**config.mk**
```make
export PLATFORM = sky130hd
export DESIGN_NAME = vgafb_fetch_ctl
export DESIGN_NICKNAME = d
export VERILOG_FILES = /design/src/rtl/vgafb_fetch_ctl.sv
export SDC_FILE = /design/constraint.sdc
export NUM_CORES = 1
export LEC_CHECK = 0
export CAP_MARGIN = 20
export CORE_UTILIZATION = 35
export CTS_BUF_LIST = sky130_fd_sc_hd__clkbuf_8
export DETAILED_ROUTE_END_ITERATION = 8
export GPL_TIMING_DRIVEN = 0
export PLACE_DENSITY_LB_ADDON = 0.15
export SYNTH_ARGS = -nofsm -noshare
export SYNTH_HDL_FRONTEND = slang
export SYNTH_SLANG_ARGS = --single-unit
```
**constraint.sdc**
```tcl
create_clock -name sys_clk -period 4.2 [get_ports sys_clk]
set_clock_uncertainty 0.05 [all_clocks]
set_input_delay 0.63 -clock sys_clk [delete_from_list [all_inputs] [get_ports sys_clk]]
set_output_delay 0.63 -clock sys_clk [all_outputs]
set_load 0.02 [all_outputs]
```
**src/rtl/vgafb_fetch_ctl.sv**
```systemverilog
// vgafb_fetch_ctl: frame fetch controller for the VGA framebuffer.
// On each accepted frame-start pulse it clears the pixel FIFO, then issues
// 4-beat FML bursts from the frame base address whenever the FIFO falls below
// LOW_WATER, until nbursts bursts have been fetched.
// Optional feature: define VGAFB_FETCH_LATECOUNT_EN to count frame starts that
// arrive before the previous frame finished fetching (late_count).

module vgafb_fetch_ctl #(
  parameter int unsigned fml_depth    = 26,
  parameter int unsigned LOW_WATER    = 1024,
  parameter int unsigned CLEAR_CYCLES = 4
) (
  input  logic                 sys_clk,
  input  logic                 sys_rst,
  input  logic                 enable,
  input  logic                 vsync_req,
  input  logic [fml_depth-1:0] baseaddress,
  input  logic [17:0]          nbursts,
  input  logic [10:0]          fifo_level,
  output logic                 fifo_we,
  output logic                 fifo_clear,
  output logic [fml_depth-1:0] fml_adr,
  output logic                 fml_stb,
  input  logic                 fml_ack,
  output logic                 frame_done,
  output logic [15:0]          late_count
);

  // Only the 32-byte-aligned part of the address is stored; low bits are 0.
  localparam int unsigned AW = fml_depth - 5;
  localparam logic [3:0] ClrLast = 4'(CLEAR_CYCLES - 1);

  typedef enum logic [2:0] {
    StIdle,
    StClear,
    StWaitRoom,
    StReq,
    StData
  } state_e;

  state_e        state_q, state_d;
  logic [3:0]    clr_cnt_q, clr_cnt_d;
  logic [1:0]    beat_q, beat_d;
  logic [AW-1:0] adr_q, adr_d;
  logic [17:0]   burst_q, burst_d;
  logic [17:0]   nbursts_q, nbursts_d;
  logic          pending_q, pending_d;

  logic vsync_ok;
  logic room;
  logic frame_end;
  logic start_clear;
  logic unused_base;

  assign vsync_ok    = vsync_req & enable;
  assign room        = 32'(fifo_level) < LOW_WATER;
  assign frame_end   = burst_q == nbursts_q;
  assign fml_adr     = {adr_q, 5'b0};
  assign unused_base = ^baseaddress[4:0];

  // Next-state, datapath updates and decoded outputs.
  always_comb begin
    state_d     = state_q;
    clr_cnt_d   = clr_cnt_q;
    beat_d      = beat_q;
    adr_d       = adr_q;
    burst_d     = burst_q;
    nbursts_d   = nbursts_q;
    pending_d   = pending_q;
    start_clear = 1'b0;
    fifo_we     = 1'b0;
    fifo_clear  = 1'b0;
    fml_stb     = 1'b0;
    frame_done  = 1'b0;

    unique case (state_q)
      StIdle: begin
        if (vsync_ok) start_clear = 1'b1;
      end

      StClear: begin
        fifo_clear = 1'b1;
        if (clr_cnt_q == ClrLast) begin
          state_d = StWaitRoom;
        end else begin
          clr_cnt_d = clr_cnt_q + 4'd1;
        end
      end

      StWaitRoom: begin
        // A new frame start outranks completion of the old one.
        if (!enable) begin
          state_d = StIdle;
        end else if (vsync_req) begin
          start_clear = 1'b1;
        end else if (frame_end) begin
          frame_done = 1'b1;
          state_d    = StIdle;
        end else if (room) begin
          state_d = StReq;
        end
      end

      StReq: begin
        // Strobe and address are held until acked; nothing else interrupts it.
        fml_stb = 1'b1;
        if (vsync_ok) pending_d = 1'b1;
        if (fml_ack) begin
          state_d = StData;
          beat_d  = 2'd0;
        end
      end

      StData: begin
        fifo_we = 1'b1;
        beat_d  = beat_q + 2'd1;
        if (vsync_ok) pending_d = 1'b1;
        if (beat_q == 2'd3) begin
          adr_d   = adr_q + AW'(1);
          burst_d = burst_q + 18'd1;
          if (!enable) begin
            state_d   = StIdle;
            pending_d = 1'b0;
          end else if (pending_q || vsync_req) begin
            start_clear = 1'b1;
          end else begin
            state_d = StWaitRoom;
          end
        end
      end

      default: state_d = StIdle;
    endcase

    // Frame parameters are captured only when a new frame begins.
    if (start_clear) begin
      state_d   = StClear;
      clr_cnt_d = 4'd0;
      adr_d     = baseaddress[fml_depth-1:5];
      burst_d   = 18'd0;
      nbursts_d = nbursts;
      pending_d = 1'b0;
    end
  end

  // State and datapath registers.
  always_ff @(posedge sys_clk or posedge sys_rst) begin
    if (sys_rst) begin
      state_q   <= StIdle;
      clr_cnt_q <= 4'd0;
      beat_q    <= 2'd0;
      adr_q     <= '0;
      burst_q   <= 18'd0;
      nbursts_q <= 18'd0;
      pending_q <= 1'b0;
    end else begin
      state_q   <= state_d;
      clr_cnt_q <= clr_cnt_d;
      beat_q    <= beat_d;
      adr_q     <= adr_d;
      burst_q   <= burst_d;
      nbursts_q <= nbursts_d;
      pending_q <= pending_d;
    end
  end

`ifdef VGAFB_FETCH_LATECOUNT_EN
  logic        late_evt;
  logic [15:0] late_q;

  assign late_evt = vsync_ok &
                    ((state_q == StWaitRoom) | (state_q == StReq) | (state_q == StData));
  assign late_count = late_q;

  // Saturating count of frame starts that pre-empt an unfinished frame.
  always_ff @(posedge sys_clk or posedge sys_rst) begin
    if (sys_rst) begin
      late_q <= 16'd0;
    end else if (late_evt && (late_q != 16'hFFFF)) begin
      late_q <= late_q + 16'd1;
    end
  end
`else
  assign late_count = 16'd0;
`endif

endmodule

```
# ---- After elaboration in Yosys (flattened, before gate mapping)
# Cells that the tools add are included.
dict set report word_totals {
  register_bits 67
  input_bits 60
  out_inout_bits 46
  elab_cells 81
}
dict set report classes {
  addsub 4
  order_cmp 1
  eq_ne 16
  muxes 41
  bitwise_logic 1
  reduce_logical 11
}
# cell n
set ops {}
lappend ops {{$mux 21} 3}
lappend ops {{$mux 18} 3}
lappend ops {{$mux 3} 10}
lappend ops {{$add 21x1->21 const B} 1}
lappend ops {{$add 18x1->18 const B} 1}
lappend ops {{$eq 18x18->1} 1}
lappend ops {{$mux 1} 17}
lappend ops {{$pmux 3 s5} 1}
lappend ops {{$mux 4} 3}
lappend ops {{$lt 11x11->1 const B} 1}
lappend ops {{$ne 3x3->1 const B} 3}
lappend ops {{$ne 4x4->1 const B} 2}
lappend ops {{$reduce_bool 2->1} 4}
lappend ops {{$reduce_and 7->1} 1}
lappend ops {{$eq 3x2->1 const B} 2}
lappend ops {{$ne 2x2->1 const B} 3}
lappend ops {{$reduce_and 2->1} 3}
lappend ops {{$ne 5x5->1 const B} 1}
lappend ops {{$add 4x1->4 const B} 1}
lappend ops {{$eq 4x2->1 const B} 1}
lappend ops {{$pmux 2 s2} 1}
lappend ops {{$eq 3x1->1 const B} 1}
lappend ops {{$eq 3x3->1 const B} 1}
lappend ops {{$logic_not 3->1} 1}
lappend ops {{other kinds (8)} 8}

# ---- Logic depth before layout (Yosys ltp)
dict set report depth {
  word_depth 7
  depth_mapped 8
  ltp_nobuf 6
}

# ---- Worst setup path after synthesis
# Ideal clock, no wire load.
dict set report synth_timing {
  kind {reg2out}
  start {register state_q[0]}
  end {output frame_done}
  t_arrival_ns 1.695
  t_required_ns 3.520
  path_slack_ns 1.825
  stages_incl_launch_ff 5
  path_buffers 1
  path_cell_list {dfrtp_1 -> clkbuf_1 -> nand3b_1 -> or3_1 -> nor4_1}
}
dict set report synth_via {
  elab_chain_cells 2
}
# item line
set synth_lines {}
lappend synth_lines {{start: declaration} 41} ;# state_e state_q, state_d;
lappend synth_lines {{start signal: assignment} 149} ;# state_q <= StIdle;
lappend synth_lines {{start signal: assignment} 157} ;# state_q <= state_d;
lappend synth_lines {{$eq 3x2->1} 76} ;# unique case (state_q)
lappend synth_lines {{$mux 1} 76}
lappend synth_lines {{end: declaration} 25} ;# output logic frame_done,
# No other way between the ends.

# ---- Worst setup path in the final report
dict set report layout_timing {
  start {input enable}
  end {output frame_done}
}
dict set report layout_via {
  elab_chain_cells 2
}
# item line
set layout_lines {}
lappend layout_lines {{start: declaration} 15} ;# input logic enable,
lappend layout_lines {{$mux 1} 92} ;# if (!enable) begin
lappend layout_lines {{$mux 1} 76}
# No other way between the ends.

==> results.json <==
{
  "max_freq_mhz": 312,
  "fp.coreArea_um2": 10300,
  "rows": 37,
  "drive_above_1_share": 0.114,
  "io_buffers": 69,
  "status": "completed",
  "p_sw_mw": 1.05,
  "fin_ws_ps": 999,
  "synth_most_common_cell": "dfrtp_1",
  "post-cts-setup-buffers": 0,
  "dieArea_um2": 11000,
  "numCtsBuffers": 9,
  "num_vias": 2927,
  "drc": 0,
  "fin_nets": 543,
  "synth_area_leaders": "dfrtp_1 45%, xor2_1 6.9%, mux2_1 6.4%",
  "grtUsageTotal": 0.162,
  "period_needed_ps": 3200,
  "clockBufferDepth": 2,
  "irDropWorstVdd_uv": 234,
  "cp_slowest_stage_delay_ps": 670,
  "path_cells": "clkdlybuf4s50_1 > nand3b_1 > or3_1 > nor4_1 > clkdlybuf4s50_1",
  "wire_per_inst_um": 13.2,
  "ys_seq_elements": 67,
  "hold_buffers": 0,
  "place_ws_ps": 957,
  "overflow": 0,
  "fin_tns_setup_ps": 0,
  "clock_latency_ps": 340,
  "critPathMaxFanout": 5,
  "drt-pass1-iter-count": 5,
  "setup_viol": 0,
  "switching_share": 0.368,
  "wl_mm": 8.19,
  "synthFlopType": "dfrtp_1",
  "grt_pass1_vias": 2868,
  "arrival_ps": 2520,
  "comb_power_share": 0.403,
  "netlist_instances": 379,
  "synth_edf_count": 0,
  "rsz0062_at_grt": "false",
  "clock_sinks": 67,
  "die-width_um": 105,
  "clkTransAtPathRegs_ps": 70,
  "vias_per_cell": 4.72,
  "critPathCaptureType": "output port",
  "grt_pass1_wl_mm": 14.0,
  "n_fill_cell": 1014,
  "netlist.area_leader.share": 0.454,
  "ios": 106,
  "cts_resized": 0,
  "gp_congestion": 0.783,
  "multiInputGateArea_um2": 1830,
  "ys_seq_area_frac": 0.454,
  "synthDistinctLibCells": 50,
  "grt_max_degree": 68,
  "p_int_mw": 1.80,
  "relSlewSlack": 0.437,
  "total_leakage_power_nw": 2.05,
  "hold_viol_final": 0,
  "pwr-share-clk": 0.217,
  "powerDensity_nw_per_um2": 587,
  "htree_num_levels": 3,
  "min_period_over_period": 0.762,
  "synth-async-reset-ratio": 1.00,
  "synth_area_um2": 3690,
  "drt_iter0_drc": 119,
  "synth-warning-count": 0,
  "ant_nets": 0,
  "crit_required_ps": 3520,
  "diodes": 0,
  "yosysTopAreaCell": "dfrtp_1",
  "antenna_found_initial": 0,
  "die_height_um": 105,
  "synth.avg_cell_area_um2": 9.75,
  "netlist_top_cells_count": "67 x dfrtp_1, 43 x nand2_1, 29 x nor2_1, 29 x xor2_1",
  "drv_cap": 0,
  "slowest_stage": "clkdlybuf4s50_1",
  "regArea_um2": 1680,
  "crit_path_start_kind": "primary input",
  "slew_viol_final": 0,
  "hp-class": "reg2reg",
  "dp_hpwl_mm": 5.98,
  "syn2layout_area_growth_pct": 31.6,
  "crit_top_cell": "clkdlybuf4s50_1",
  "cts_tree": "yes",
  "worstMarginPinSlew_ps": 844,
  "pwr-share-seq": 0.380,
  "start_util": 0.359,
  "cts_root_buffer": "clkbuf_8",
  "crit_type": "in2out"
}
-- per-layer routing --
metal  track usage  routed length [um]  part of all wire  up-vias
li1              -                   -                 -     1469
met1         0.201                3740              0.46     1389
met2         0.276                4000              0.49       58
met3        0.0399                 348             0.042       11
met4        0.0483                 101             0.012        0
met5             0                   0                 0        -
-- metrics by stage --
step	std cells	hold WS, ps	instance area [um2]	total power [mW]	util
2_1_floorplan	399	427	3770	1.81	-
3_3_place_gp	604	443	4630	2.24	0.450
3_5_place_dp	604	452	4630	2.26	0.451
4_1_cts	620	466	4860	2.89	0.473
5_1_grt	620	480	4860	3.06	0.473
6_report	620	462	4860	2.85	0.473
-- cells by family after synthesis --
| kind of cell | Yosys count | share of synthesized area |
|---|---|---|
| compound gates | 53 | 0.0833 |
| buf+inv | 45 | 0.0708 |
| flops | 67 | 0.454 |
| fa+ha+maj | 4 | 0.0136 |
| simple gates | 135 | 0.187 |
| other cells | 1 | 0.00102 |
| mux | 23 | 0.0698 |
| xor+xnor | 51 | 0.121 |
-- worst paths after layout --
path                       slack, ps  cells after the start          from            end
setup / recovery                1000                      5        enable     frame_done
hold / removal                   460                      1  nbursts_q[5]   nbursts_q[5]
setup reg to reg                1890                      7     beat_q[0]      adr_q[17]
hold reg to reg                  460                      1  nbursts_q[5]   nbursts_q[5]
max in group asynchronous       2780                      2       sys_rst       adr_q[2]
min in group asynchronous        770                      2       sys_rst  nbursts_q[13]
-- worst max-delay path: cells and delay by family --
| family | cells | cell delay [ps] |
|---|---|---|
| simple gates | 3 | 690 |
| buf+inv | 2 | 1200 |
-- layout make-up --
| cell class | instances | share of cell area |
|---|---|---|
| Buffer | 36 | 0.0469 |
| Multi-Input combinational cell | 287 | 0.377 |
| Clock inverter | 5 | 0.0157 |
| Tap cell | 136 | 0.0350 |
| Clock buffer | 11 | 0.0312 |
| Timing Repair Buffer | 69 | 0.142 |
| Sequential cell | 67 | 0.345 |
| Inverter | 9 | 0.00747 |
-- sequential cells by signal, indices dropped and copies added, names as in the netlist --
name / flops
adr_q: 21
burst_q: 18
clr_cnt_q: 4
beat_q: 2
nbursts_q: 18
pending_q: 1
state_q: 3
-- cell usage in the layout, fill, tap and decap left out, types with 8 or more instances in the layout --
cell             count
o21ai_0              8
mux2_1              21
conb_1              21
xnor2_1             22
o21ai_1             20
clkdlybuf4s50_1     69
nand4_1              9
clkbuf_8            11
xor2_1              29
nand2_1             43
buf_2                8
dfrtp_1             67
nand3_1             17
buf_4               22
a21oi_1             12
nor2_1              29
-- power groups by stage --
stage	logic (mW)	registers, mW	clock network, mW
after global placement	1.15	1.10	0
after detailed placement	1.16	1.10	0
after global routing	1.28	1.12	0.659
after CTS	1.17	1.09	0.632
final	1.15	1.08	0.619
after floorplan	0.641	1.17	0
No activity file was read; power rests on OpenSTA's default activity.
